`config.mk`:
```
export PLATFORM = sky130hd
export DESIGN_NAME = elevator_call_scheduler_flat
export DESIGN_NICKNAME = d
export VERILOG_FILES = /design/src/rtl/elevador_pkg.sv /design/src/rtl/elevator_call_scheduler_if.sv /design/src/rtl/elevator_door_timer.sv /design/src/rtl/elevator_call_scheduler.sv /design/src/flat_wrapper.sv
export SDC_FILE = /design/constraint.sdc
export NUM_CORES = 1
export LEC_CHECK = 0
export CAP_MARGIN = 40
export CELL_PAD_IN_SITES_DETAIL_PLACEMENT = 1
export CELL_PAD_IN_SITES_GLOBAL_PLACEMENT = 2
export CORE_MARGIN = 8
export CORE_UTILIZATION = 35
export DETAILED_ROUTE_END_ITERATION = 10
export PLACE_DENSITY_LB_ADDON = 0.1
export RECOVER_POWER = 100
export SYNTH_ARGS = -nofsm -noshare
export SYNTH_HDL_FRONTEND = slang
export SYNTH_SLANG_ARGS = --single-unit
```
`constraint.sdc`:
```
create_clock -name clk -period 5.7 [get_ports clk]
set_input_delay 0.855 -clock clk [delete_from_list [all_inputs] [get_ports clk]]
set_output_delay 0.855 -clock clk [all_outputs]
set_load 0.01 [all_outputs]
```
`src/rtl/elevador_pkg.sv`:
```
// Shared state codes, floor encodings and sensor helpers for the
// three-floor elevator call scheduler.
package elevador_pkg;

    localparam int NUM_FLOORS = 3;

    typedef enum logic [3:0] {
        IDLE      = 4'd0,
        MOVE_UP   = 4'd1,
        MOVE_DOWN = 4'd2,
        DOOR      = 4'd3,
        HALT      = 4'd4,
        FAULT     = 4'd15
    } state_e;

    localparam logic [1:0] FLOOR1 = 2'd1;
    localparam logic [1:0] FLOOR2 = 2'd2;
    localparam logic [1:0] FLOOR3 = 2'd3;

    function automatic logic sensor_onehot(input logic [NUM_FLOORS-1:0] f);
        return (f != 3'b000) && ((f & (f - 3'b001)) == 3'b000);
    endfunction

    function automatic logic [1:0] sensor_floor(input logic [NUM_FLOORS-1:0] f);
        logic [1:0] fl;
        case (f)
            3'b001:  fl = FLOOR1;
            3'b010:  fl = FLOOR2;
            3'b100:  fl = FLOOR3;
            default: fl = 2'd0;
        endcase
        return fl;
    endfunction

    function automatic logic [NUM_FLOORS-1:0] floor_mask(input logic [1:0] fl);
        logic [NUM_FLOORS-1:0] m;
        case (fl)
            FLOOR1:  m = 3'b001;
            FLOOR2:  m = 3'b010;
            FLOOR3:  m = 3'b100;
            default: m = 3'b000;
        endcase
        return m;
    endfunction

endpackage

```
`src/rtl/elevator_call_scheduler_if.sv`:
```
// Call, sensor and status bundle between the car environment (master)
// and the scheduler (slave).
interface elevator_call_scheduler_if;
    import elevador_pkg::*;

    logic [NUM_FLOORS-1:0] p;
    logic [NUM_FLOORS-1:0] f;
    logic                  s;
    logic                  mup;
    logic                  mdw;
    logic                  door_open;
    logic [1:0]            floor;
    logic [NUM_FLOORS-1:0] pending;
    logic                  dir_up;
    logic                  fault;
    logic [3:0]            est;

    modport master (
        output p, f, s,
        input  mup, mdw, door_open, floor, pending, dir_up, fault, est
    );

    modport slave (
        input  p, f, s,
        output mup, mdw, door_open, floor, pending, dir_up, fault, est
    );
endinterface

```
`src/rtl/elevator_door_timer.sv`:
```
// Loadable down-counter timing the door-open phase; done is high once the
// count has run out.
module elevator_door_timer #(
    parameter int DOOR_CYCLES = 20
) (
    input  logic clk,
    input  logic reset,
    input  logic load,
    input  logic restart,
    input  logic en,
    output logic done
);
    localparam int CW = (DOOR_CYCLES > 2) ? $clog2(DOOR_CYCLES) : 1;
    localparam logic [CW-1:0] RELOAD = CW'(DOOR_CYCLES - 1);

    logic [CW-1:0] cnt_r;

    // Reload on start or restart, otherwise count down to zero while enabled
    always_ff @(posedge clk) begin
        if (reset) begin
            cnt_r <= {CW{1'b0}};
        end else if (load || restart) begin
            cnt_r <= RELOAD;
        end else if (en && (cnt_r != {CW{1'b0}})) begin
            cnt_r <= cnt_r - CW'(1);
        end else begin
            cnt_r <= cnt_r;
        end
    end

    assign done = (cnt_r == {CW{1'b0}});
endmodule

```
`src/rtl/elevator_call_scheduler.sv`:
```
// Collective-service call scheduler for a three-floor car: latches calls, tracks
// the car from the floor sensors and sequences motor, door, halt and fault states.
module elevator_call_scheduler
    import elevador_pkg::*;
#(
    parameter int DOOR_CYCLES  = 20,
    parameter int MOVE_TIMEOUT = 200
) (
    input  logic                     clk,
    input  logic                     reset,
    elevator_call_scheduler_if.slave io
);
    localparam int TW = $clog2(MOVE_TIMEOUT);

    state_e                state_r, state_s;
    logic [1:0]            floor_r;
    logic [NUM_FLOORS-1:0] pending_r, pending_s;
    logic                  dir_up_r, dir_up_s;
    logic                  mup_r, mdw_r, door_open_r, fault_r;
    logic [TW-1:0]         move_cnt_r;
    logic                  door_load_s, door_restart_s, door_done_s, door_en_s;

    logic [NUM_FLOORS-1:0] cur_mask_s, below_s, above_s, arr_mask_s, latch_s, calls_s;
    logic                  sensor_ok_s, sensor_bad_s, arrival_s, moving_s, timeout_s;
    logic                  stop_s, call_here_s, up_calls_s, down_calls_s, fault_cond_s;

    assign sensor_ok_s  = sensor_onehot(io.f);
    assign sensor_bad_s = (io.f != 3'b000) && !sensor_ok_s;
    assign arrival_s    = sensor_ok_s && (sensor_floor(io.f) != floor_r);
    assign arr_mask_s   = sensor_ok_s ? io.f : 3'b000;
    assign cur_mask_s   = floor_mask(floor_r);
    assign below_s      = cur_mask_s - 3'b001;
    assign above_s      = ~(below_s | cur_mask_s);
    assign moving_s     = (state_r == MOVE_UP) || (state_r == MOVE_DOWN);
    assign timeout_s    = (move_cnt_r == TW'(MOVE_TIMEOUT - 1));
    assign fault_cond_s = sensor_bad_s || (moving_s && timeout_s && !arrival_s);

    // A call for the floor the car is parked or loading at is served, never stored
    assign latch_s      = io.p & (((state_r == IDLE) || (state_r == DOOR)) ? ~cur_mask_s : 3'b111);
    assign calls_s      = pending_r | io.p;
    assign call_here_s  = (calls_s & cur_mask_s) != 3'b000;
    assign up_calls_s   = (pending_r & above_s) != 3'b000;
    assign down_calls_s = (pending_r & below_s) != 3'b000;
    assign stop_s       = ((calls_s & arr_mask_s) != 3'b000)
                       || ((state_r == MOVE_UP)   && (arr_mask_s == 3'b100))
                       || ((state_r == MOVE_DOWN) && (arr_mask_s == 3'b001));
    assign door_en_s    = (state_r == DOOR);

    elevator_door_timer #(.DOOR_CYCLES(DOOR_CYCLES)) u_door_timer (
        .clk     (clk),
        .reset   (reset),
        .load    (door_load_s),
        .restart (door_restart_s),
        .en      (door_en_s),
        .done    (door_done_s)
    );

    // Next state, call set and direction; fault outranks stop, stop outranks arrival
    always_comb begin
        state_s        = state_r;
        pending_s      = pending_r;
        dir_up_s       = dir_up_r;
        door_load_s    = 1'b0;
        door_restart_s = 1'b0;
        if (state_r == FAULT) begin
            state_s = FAULT;
        end else if (fault_cond_s) begin
            state_s = FAULT;
        end else if (io.s) begin
            state_s   = HALT;
            pending_s = pending_r | latch_s;
        end else begin
            pending_s = pending_r | latch_s;
            case (state_r)
                IDLE: begin
                    if (call_here_s) begin
                        state_s     = DOOR;
                        door_load_s = 1'b1;
                        pending_s   = (pending_r | latch_s) & ~cur_mask_s;
                    end else if (dir_up_r && up_calls_s) begin
                        state_s = MOVE_UP;
                    end else if (!dir_up_r && down_calls_s) begin
                        state_s = MOVE_DOWN;
                    end else if (up_calls_s) begin
                        state_s  = MOVE_UP;
                        dir_up_s = 1'b1;
                    end else if (down_calls_s) begin
                        state_s  = MOVE_DOWN;
                        dir_up_s = 1'b0;
                    end else begin
                        state_s = IDLE;
                    end
                end
                MOVE_UP, MOVE_DOWN: begin
                    if (arrival_s && stop_s) begin
                        state_s     = DOOR;
                        door_load_s = 1'b1;
                        pending_s   = (pending_r | io.p) & ~arr_mask_s;
                    end else begin
                        state_s = state_r;
                    end
                end
                DOOR: begin
                    if ((io.p & cur_mask_s) != 3'b000) begin
                        door_restart_s = 1'b1;
                    end else if (door_done_s) begin
                        state_s = IDLE;
                    end else begin
                        state_s = DOOR;
                    end
                end
                HALT:    state_s = IDLE;
                default: state_s = FAULT;
            endcase
        end
    end

    // State, call and direction registers
    always_ff @(posedge clk) begin
        if (reset) begin
            state_r   <= IDLE;
            pending_r <= 3'b000;
            dir_up_r  <= 1'b1;
        end else begin
            state_r   <= state_s;
            pending_r <= pending_s;
            dir_up_r  <= dir_up_s;
        end
    end

    // Position tracking; sensors are ignored once faulted
    always_ff @(posedge clk) begin
        if (reset) begin
            floor_r <= FLOOR1;
        end else if ((state_r != FAULT) && sensor_ok_s) begin
            floor_r <= sensor_floor(io.f);
        end else begin
            floor_r <= floor_r;
        end
    end

    // Watchdog on cycles spent moving since the last new floor sensor
    always_ff @(posedge clk) begin
        if (reset) begin
            move_cnt_r <= {TW{1'b0}};
        end else if (!moving_s || arrival_s) begin
            move_cnt_r <= {TW{1'b0}};
        end else if (!timeout_s) begin
            move_cnt_r <= move_cnt_r + TW'(1);
        end else begin
            move_cnt_r <= move_cnt_r;
        end
    end

    // Motor runs only while a move state persists, so a stop drops it on the same edge
    always_ff @(posedge clk) begin
        if (reset) begin
            mup_r       <= 1'b0;
            mdw_r       <= 1'b0;
            door_open_r <= 1'b0;
            fault_r     <= 1'b0;
        end else begin
            mup_r       <= (state_r == MOVE_UP)   && (state_s == MOVE_UP);
            mdw_r       <= (state_r == MOVE_DOWN) && (state_s == MOVE_DOWN);
            door_open_r <= (state_s == DOOR);
            fault_r     <= (state_s == FAULT);
        end
    end

    assign io.mup       = mup_r;
    assign io.mdw       = mdw_r;
    assign io.door_open = door_open_r;
    assign io.floor     = floor_r;
    assign io.pending   = pending_r;
    assign io.dir_up    = dir_up_r;
    assign io.fault     = fault_r;
    assign io.est       = state_r;
endmodule

```
`src/flat_wrapper.sv`:
```
// flat-port wrapper written by rule: the top's interface ports become plain ports
module elevator_call_scheduler_flat import elevador_pkg::*;
#(
    parameter int DOOR_CYCLES  = 20,
    parameter int MOVE_TIMEOUT = 200
)
  (clk, reset, io_p, io_f, io_s, io_mup, io_mdw, io_door_open, io_floor, io_pending, io_dir_up, io_fault, io_est);
  elevator_call_scheduler_if io_i ();
  input  logic clk;
  input  logic reset;
  input wire logic [$bits(io_i.p)-1:0] io_p;
  input wire logic [$bits(io_i.f)-1:0] io_f;
  input wire logic [$bits(io_i.s)-1:0] io_s;
  output wire logic [$bits(io_i.mup)-1:0] io_mup;
  output wire logic [$bits(io_i.mdw)-1:0] io_mdw;
  output wire logic [$bits(io_i.door_open)-1:0] io_door_open;
  output wire logic [$bits(io_i.floor)-1:0] io_floor;
  output wire logic [$bits(io_i.pending)-1:0] io_pending;
  output wire logic [$bits(io_i.dir_up)-1:0] io_dir_up;
  output wire logic [$bits(io_i.fault)-1:0] io_fault;
  output wire logic [$bits(io_i.est)-1:0] io_est;
  assign io_i.p = io_p;
  assign io_i.f = io_f;
  assign io_i.s = io_s;
  assign io_mup = io_i.mup;
  assign io_mdw = io_i.mdw;
  assign io_door_open = io_i.door_open;
  assign io_floor = io_i.floor;
  assign io_pending = io_i.pending;
  assign io_dir_up = io_i.dir_up;
  assign io_fault = io_i.fault;
  assign io_est = io_i.est;
  elevator_call_scheduler #(.DOOR_CYCLES(DOOR_CYCLES), .MOVE_TIMEOUT(MOVE_TIMEOUT)) u_core (.clk(clk), .reset(reset), .io(io_i));
endmodule
```
==> results.cfg, run 1 <==
[synth]
ys.warnings.count = 0
synth_xor_area_frac = 0.0538
yosys_register_bits = 27
seq_area_frac_synth = 0.302
synth_top_family_by_area = simple AND/OR/NAND/NOR gates
syn_area_per_cell_sq_um = 8.41
synth.area.top_cells = dfxtp_1, ha_1, nor2_1
ys_async_sr_fraction = 0
synth_area_leader_cell = dfxtp_1
ys.flop_type = dfxtp_1
synth.distinct_cells = 57
synthMuxAreaShare = 0.00559
synth_fa_ha_area_frac = 0.0489
netlist_instances = 213
synth_compound_area_frac = 0.261
yosys.area_share.simple = 0.287
syn_nets = 229
synth-edff-count = 0
yosysTopAreaCellShare = 0.302
synth_area_sq_mm = 0.00179

[critical_path]
cp_max_fo = 9
slowest_stage = o2111ai_1
crit_arrival_ps = 3540
start_kind = primary input
crit_path_cell_trace = dlygate4sd3_1 -> nand2b_1 -> o221a_2 -> o2111ai_1 -> and2_0 -> a41oi_1
worstSetupPathType = in -> reg
worstPathRequired_ps = 5820
crit_buf_inv = 1
max_stage_delay_ps = 680
crit_family = compound AO/OA/AOI/OAI gates
crit_path_end_kind = flip-flop

[global_routing]
grt_antenna_before_repair = 0
grt_max_degree = 17
track_usage = 0.155
grt_pass1_wl_um = 9360
gr-total-overflow = 0
grt_pass1_vias = 1791

[placed_design]
place.gp.congestion = 0.847
dpl.hpwl_um = 4430
port_buffers = 22
place_inst = 294
post_dp_cell_area_sq_mm = 0.00205

[pwr]
powerDensity_mw_per_mm2 = 219
power_mw = 0.454
vdd_drop_max_mv = 0.0826
p_leak_nw = 0.777

[routing]
highest-signal-layer = met4
num_vias = 1733
drt_iter0_drc = 51
wl_met3_um = 244
wl_met1_um = 2530
wl_met2_um = 2850
via_per_inst = 5.82
routed_wl_um = 5740
route.detailed.drc = 0
ant_nets = 0
wire_per_inst_um = 19.3
first_pass_iters = 4

[clock_tree]
clkSinkCount = 27
clk_path_buf_depth = 2
clock_latency_ps = 280
cts_setup_buffers = 0
cts_buffers = 3
root_buffer = clkbuf_8
cts_hold_buffers = 0
cts.clk_slew.worst_paths_ps = 100
cts_tree = done
cts_resized = 0
ctsHtreeMaxLevel = 1

[timing]
rsz0062_at_grt = false
slew_headroom = 0.449
maxSlewViolCount = 0
fmax_ghz = 0.293
setup_viol = 0
hold_viol_final = 0
final.setup.tns_ps = 0
fin_skew_ps = 9.27
post-route-min-period_ps = 3420
worst-slew-pin-transition_ps = 825
period_share = 0.599

[outcome]
status = finished clean

[layout]
fin_area_sq_mm = 0.00208
mostFrequentLayoutCell = dfxtp_1
final_cell_mix = dfxtp_1, nor2_1, dlygate4sd3_1
final_cells = 298
final_util = 0.414
area_growth_syn_to_layout_pct = 15.9
drive_gt1_frac = 0.0570
diodes = 0
fin_nets = 245

[floorplan]
rows = 26
io_pins = 23
die_h_um = 87.6
start_util = 0.358
core_sq_mm = 0.00501
die_w_um = 87.6
dieArea_sq_mm = 0.00767

[run]
drv_cap = 0

[min_path]
min_path_type = reg -> reg
-- area by class of cell --
type	instances	area, sq um
tap	70	87.6
timing repair buffer	22	220
clock inverter	1	7.51
fill	631	2930
inverter	6	22.5
sequential	27	541
clock buffer	3	41.3
multi-input combinational	169	1160
-- cells in the mapped netlist (3+ instances only) --
cell      count
dfxtp_1      27
nor2_1       22
nand3_1      14
a21oi_1      12
nand2_1      11
xor2_1        9
o21ai_0       8
clkbuf_1      7
ha_1          7
and3_1        6
inv_1         6
nand2b_1      6
a311oi_1      5
a41oi_1       5
o21a_1        5
nand4_1       4
a211oi_1      3
and2_1        3
buf_2         3
nor3_1        3
o32ai_1       3
-- final timing paths --
check,from,endpoint,slack [ps],cells past startpoint
max reg2reg,u_core.move_cnt_r[0]$_SDFFE_PP0P_,u_core.io.pending[1]$_SDFFE_PP0P_,2800,6
min,u_core.u_door_timer.cnt_r[4]$_SDFFE_PP0P_,u_core.u_door_timer.cnt_r[4]$_SDFFE_PP0P_,470,2
max,io_f[0],u_core.io.est[1]$_SDFF_PP0_,2280,6
min reg2reg,u_core.u_door_timer.cnt_r[4]$_SDFFE_PP0P_,u_core.u_door_timer.cnt_r[4]$_SDFFE_PP0P_,470,2
-- metrics by stage --
stage | setup WS, ps | hold slack [ps]
finish | 2280 | 473
global route | 2140 | 513
CTS | 2960 | 476
detailed placement | 2680 | 458
global placement | 2830 | 464
floorplan | 3450 | 438
-- registers in the layout (all words and copies together) (netlist names) --
signal and cells:
u_core.io.mdw 1, u_core.u_door_timer.cnt_r 5, u_core.io.dir_up 1, u_core.io.fault 1
u_core.io.pending 3, u_core.io.door_open 1, u_core.move_cnt_r 8, u_core.io.est 4
u_core.io.floor 2, u_core.io.mup 1
-- per-layer routing --
layer,global-route usage,vias to the layer above
met4,0.0531,0
met3,0.0253,9
met5,0,-
met1,0.190,847
met2,0.267,38
li1,-,839
-- cell families after synthesis --
kind of cell / after synthesis
and+or+nand+nor: 89
DFF: 27
buffers and inverters: 17
xor gates and xnor gates: 11
adders and majority gates: 7
AOI/OAI and AO/OA: 61
muxes: 1
-- power by group --
group | internal [mW] | switching (mW) | leakage [nW]
logic | 0.0503 | 0.0725 | 0.535
registers | 0.198 | 0.0180 | 0.220
clock network | 0.0498 | 0.0659 | 0.0217
-- worst reg2reg max path: cells and delay by family (launching register included) --
| family | cells | cell delay (ps) |
|---|---|---|
| and+or+nand+nor | 3 | 1220 |
| adders and majority gates | 1 | 290 |
| DFF | 1 | 440 |
| AOI/OAI and AO/OA | 2 | 850 |
(Power assumes the default switching activity.)
==> run 2: changes to the inputs <==
Settings changed: CORE_UTILIZATION 35 to 30.
Clock period 5.7 ns to 2.83 ns, I/O delays scaled along.
==> run 2 against run 1 <==
Compared with the run above: clock-buffer cell count unchanged; largest power group unchanged; clock skew fell by 4.2 ps; global-route usage down 1.1 points; clock power increased by 98%; cell count grew 3.4%; power grew 100%; hold slack gained 21 ps; flip-flop and latch count is the same; worst setup slack lost 2000 ps; combinational power rose by 110%; register-to-register slack worse by 2300 ps; first-iteration DRC count is 120% higher.
==> results.cfg, run 2 (synthesis gave the netlist of run 1 again) <==
[outcome]
status = finished clean

[pwr]
p_leak_nw = 0.805
vdd_drop_max_mv = 0.197
powerDensity_mw_per_mm2 = 433
combPwrFrac = 0.281
internal-power_mw = 0.606
p_sw_mw = 0.318
swShare = 0.344
sequentialPowerShare = 0.469
clockPowerShare = 0.249

[layout]
mostFrequentLayoutCell = dfxtp_1
area_growth_syn_to_layout_pct = 18.9
fin_area_sq_mm = 0.00213
regMostFlops = u_core.move_cnt_r
fin_nets = 250
diodes = 0
final_cell_mix = dfxtp_1, nor2_1, dlygate4sd3_1
nFillCells = 693
largest_reg_flops = 8
drive_gt1_frac = 0.0858

[critical_path]
slowest_stage = dlygate4sd3_1
worstSetupPathType = in -> reg
crit_path_end_kind = flip-flop
start_kind = primary input
crit_path_cell_trace = dlygate4sd3_1 -> nand2b_1 -> o221a_2 -> o21ai_0 -> a31oi_4 -> o32ai_1
worstPathRequired_ps = 3010
cp_max_fo = 10
crit_arrival_ps = 2730
max_stage_delay_ps = 670
rrSetupSlack_ps = 540

[timing]
fin_skew_ps = 5.11
maxSlewViolCount = 0
hold_viol_final = 0
rsz0062_at_grt = false
slew_headroom = 0.612
setup_viol = 0
final.setup.tns_ps = 0
period_share = 0.901
worst-slew-pin-transition_ps = 576
fmax_ghz = 0.392
post-route-min-period_ps = 2550

[floorplan]
rows = 28
start_util = 0.306
die_h_um = 93.3
dieArea_sq_mm = 0.00870
core_sq_mm = 0.00585
io_pins = 23
die_w_um = 93.3

[global_routing]
track_usage = 0.144
met1_usage = 0.177
grt_pass1_wl_um = 10200
grt_max_degree = 17
gr-total-overflow = 0
use_met2 = 0.249
grt_antenna_before_repair = 0
gr-max-usage-layer = met2
grt_use_met3 = 0.0264
grt_pass1_vias = 1912

[placed_design]
port_buffers = 22
post_dp_cell_area_sq_mm = 0.00209
place.gp.congestion = 0.854
dpl.hpwl_um = 4520

[routing]
ant_nets = 0
wire_per_inst_um = 19.3
routed_wl_um = 5950
via_per_inst = 5.82
first_pass_iters = 4
drt_iter0_drc = 114
num_vias = 1792
route.detailed.drc = 0

[clock_tree]
clock_latency_ps = 280
cts_hold_buffers = 0
clkSinkCount = 27
cts_resized = 0
root_buffer = clkbuf_8
cts_setup_buffers = 0
cts_tree = done
cts_buffers = 3
ctsHtreeMaxLevel = 1
clk_path_buf_depth = 2
cts.clk_slew.worst_paths_ps = 100

[min_path]
min_path_type = reg -> reg

[run]
drv_cap = 0
run 2: critical path: cells and delay by family:
| family | cells | cell delay (ps) |
|---|---|---|
| AO/OA/AOI/OAI | 4 | 1390 |
| buffers and inverters | 1 | 670 |
| AND/OR/NAND/NOR | 1 | 240 |
run 2: metal layers:
layer / part of all wire / vias up / wire, um
met4: 0.014 / 0 / 82
met5: 0 / - / 0
li1: - / 846 / -
met3: 0.034 / 7 / 203
met1: 0.47 / 905 / 2810
met2: 0.48 / 34 / 2850
run 2: final timing paths:
path | cells after the start | start | endpoint
setup / recovery | 6 | io_f[0] | u_core.u_door_timer.cnt_r[0]$_SDFFE_PP0P_
hold / removal | 2 | u_core.u_door_timer.cnt_r[4]$_SDFFE_PP0P_ | u_core.u_door_timer.cnt_r[4]$_SDFFE_PP0P_
setup reg to reg | 7 | u_core.io.floor[1]$_SDFFE_PP0P_ | u_core.io.est[0]$_SDFF_PP0_
hold reg to reg | 2 | u_core.u_door_timer.cnt_r[4]$_SDFFE_PP0P_ | u_core.u_door_timer.cnt_r[4]$_SDFFE_PP0P_
run 2: final cells by class:
| type | instances | area, sq um | area share |
|---|---|---|---|
| flip-flops and latches | 27 | 541 | 0.254 |
| clock buffers | 3 | 41.3 | 0.0194 |
| inverters | 6 | 22.5 | 0.0106 |
| well taps | 75 | 93.8 | 0.0440 |
| clock inverters | 1 | 7.51 | 0.00352 |
| repair buffers | 27 | 258 | 0.121 |
| multi-input cells | 169 | 1170 | 0.548 |
run 2: power by group through the flow:
stage | combinational (mW) | clock (mW) | sequential, mW
after floorplan | 0.171 | 0 | 0.431
after global placement | 0.259 | 0 | 0.440
after detailed placement | 0.264 | 0 | 0.441
after CTS | 0.266 | 0.243 | 0.433
after global routing | 0.286 | 0.258 | 0.438
final | 0.260 | 0.230 | 0.433
run 2: through the flow:
step / instances / hold WS, ps / power, mW / utilization / setup slack (ps)
2_1_floorplan: 213 / 438 / 0.603 / - / 740
3_3_place_gp: 304 / 466 / 0.699 / 0.357 / 362
3_5_place_dp: 304 / 477 / 0.705 / 0.357 / 269
4_1_cts: 308 / 494 / 0.942 / 0.366 / 558
5_1_grt: 308 / 517 / 0.982 / 0.364 / 200
6_report: 308 / 493 / 0.923 / 0.364 / 279
==> run 3: changes to the inputs <==
Settings changed: CORE_ASPECT_RATIO set to 0.9, MAX_ROUTING_LAYER set to met4.
==> run 3 against run 2 <==
Compared with the run above: power is 1.6% lower; clock skew is 1.1 ps higher; cell count is 2.3% lower; hold slack worse by 10 ps; highest routed layer unchanged; non-clock buffer count is 2 lower; clock power hardly changed; sequential power hardly changed; combinational power is 5% lower; largest power group unchanged.
==> results.cfg, run 3 (synthesis gave the netlist of run 1 again) <==
[outcome]
status = finished clean

[floorplan]
core_sq_mm = 0.00573
die_h_um = 89.3
io_pins = 23
rows = 26
die_w_um = 97.5
dieArea_sq_mm = 0.00870
start_util = 0.313

[placed_design]
place.gp.congestion = 0.887
port_buffers = 22
post_dp_cell_area_sq_mm = 0.00207
dpl.hpwl_um = 4220

[global_routing]
grt_pass1_vias = 1787
grt_antenna_before_repair = 0
grt_max_degree = 15
track_usage = 0.133
grt_pass1_wl_um = 9160
gr-total-overflow = 0

[layout]
final_util = 0.367
fin_nets = 248
drive_gt1_frac = 0.0693
final_cell_mix = dfxtp_1, nor2_1, dlygate4sd3_1
diodes = 0
mostFrequentLayoutCell = dfxtp_1
largest_reg_flops = 8
fin_area_sq_mm = 0.00210
area_growth_syn_to_layout_pct = 17.4
regMostFlops = u_core.move_cnt_r

[timing]
worst-slew-pin-transition_ps = 519
maxSlewViolCount = 0
slew_headroom = 0.645
post-route-min-period_ps = 2450
rsz0062_at_grt = false
period_share = 0.867
hold_viol_final = 0
final.setup.tns_ps = 0
setup_viol = 0
fin_skew_ps = 6.23
fmax_ghz = 0.407

[clock_tree]
clk_path_buf_depth = 2
cts_tree = done
ctsHtreeMaxLevel = 1
cts.clk_slew.worst_paths_ps = 90
cts_resized = 0
root_buffer = clkbuf_8
cts_buffers = 3
cts_setup_buffers = 0
clock_latency_ps = 280
cts_hold_buffers = 0
clkSinkCount = 27

[min_path]
whs_path_depth = 2
min_path_type = reg -> reg
min_delay_worst_endpoint = u_core.u_door_timer.cnt_r[4]$_SDFFE_PP0P_
min_from = u_core.u_door_timer.cnt_r[4]$_SDFFE_PP0P_

[routing]
ant_nets = 0
wire_per_inst_um = 18.5
via_per_inst = 5.78
num_vias = 1741
drt_iter0_drc = 128
route.detailed.drc = 0
first_pass_iters = 4
routed_wl_um = 5560

[run]
drv_cap = 0

[critical_path]
crit_buf_inv = 1
crit-reg2reg-launch = u_core.io.floor[1]$_SDFFE_PP0P_
crit_path_end_kind = flip-flop
worstPathRequired_ps = 2970
rr_endpoint = u_core.io.mup$_SDFF_PP0_
r2r_cells = 7
max_stage_delay_ps = 680
start_kind = primary input
cp_max_fo = 9
crit_arrival_ps = 2590
rrSetupSlack_ps = 480
slowest_stage = dlygate4sd3_1
worstSetupPathType = in -> reg
crit_path_cell_trace = dlygate4sd3_1 -> nand2b_1 -> o221a_2 -> o2111ai_4 -> and2_0 -> a41oi_1
crit_family = compound AO/OA/AOI/OAI gates

[pwr]
p_leak_nw = 0.792
vdd_drop_max_mv = 0.229
powerDensity_mw_per_mm2 = 432
run 3: final cells by class:
cell class	instances	area (sq um)
Fill cell	692	3620
Multi-Input combinational cell	169	1160
Sequential cell	27	541
Timing Repair Buffer	25	243
Tap cell	70	87.6
Clock buffer	4	45.0
Inverter	6	22.5
run 3: routing by layer:
metal | wire [um] | part of all wire | up-vias | track usage
li1 | - | - | 842 | -
met1 | 2680 | 0.48 | 851 | 0.167
met2 | 2610 | 0.47 | 44 | 0.218
met3 | 234 | 0.042 | 4 | 0.0247
met4 | 34 | 0.0061 | 0 | 0.0261
met5 | 0 | 0 | - | -
run 3: worst max-delay path by stage:
stage	start	to	slack (ps)	cells after the start
floorplan	u_core.move_cnt_r[0]$_SDFFE_PP0P_	u_core.io.pending[1]$_SDFFE_PP0P_	740	7
global placement	io_f[0]	u_core.u_door_timer.cnt_r[1]$_SDFFE_PP0P_	380	6
detailed placement	io_f[0]	u_core.u_door_timer.cnt_r[0]$_SDFFE_PP0P_	220	6
CTS	io_f[0]	u_core.u_door_timer.cnt_r[0]$_SDFFE_PP0P_	530	6
global route	io_f[0]	u_core.io.est[1]$_SDFF_PP0_	240	6
finish	io_f[0]	u_core.io.est[1]$_SDFF_PP0_	380	6
run 3: where the power goes:
group          switching [mW]  internal, mW
Sequential             0.0360         0.398
Combinational           0.144         0.103
Clock                   0.127         0.101
Total                   0.307         0.602
run 3: per-stage QoR:
stage	power (mW)	worst slack, ps	std cells	hold WS (ps)
2_1_floorplan	0.603	740	213	438
3_3_place_gp	0.694	381	297	488
3_5_place_dp	0.698	224	297	464
4_1_cts	0.932	531	301	483
5_1_grt	0.963	239	301	529
6_report	0.909	376	301	483
run 3: worst register-to-register path, delay by kind of cell, from the launching register on:
kind / cells / cell delay [ps]
AO/OA/AOI/OAI: 3 / 790
AND/OR/NAND/NOR: 2 / 570
flip-flops: 1 / 490
adder cells (fa/ha/maj): 1 / 290
buffers and inverters: 1 / 150
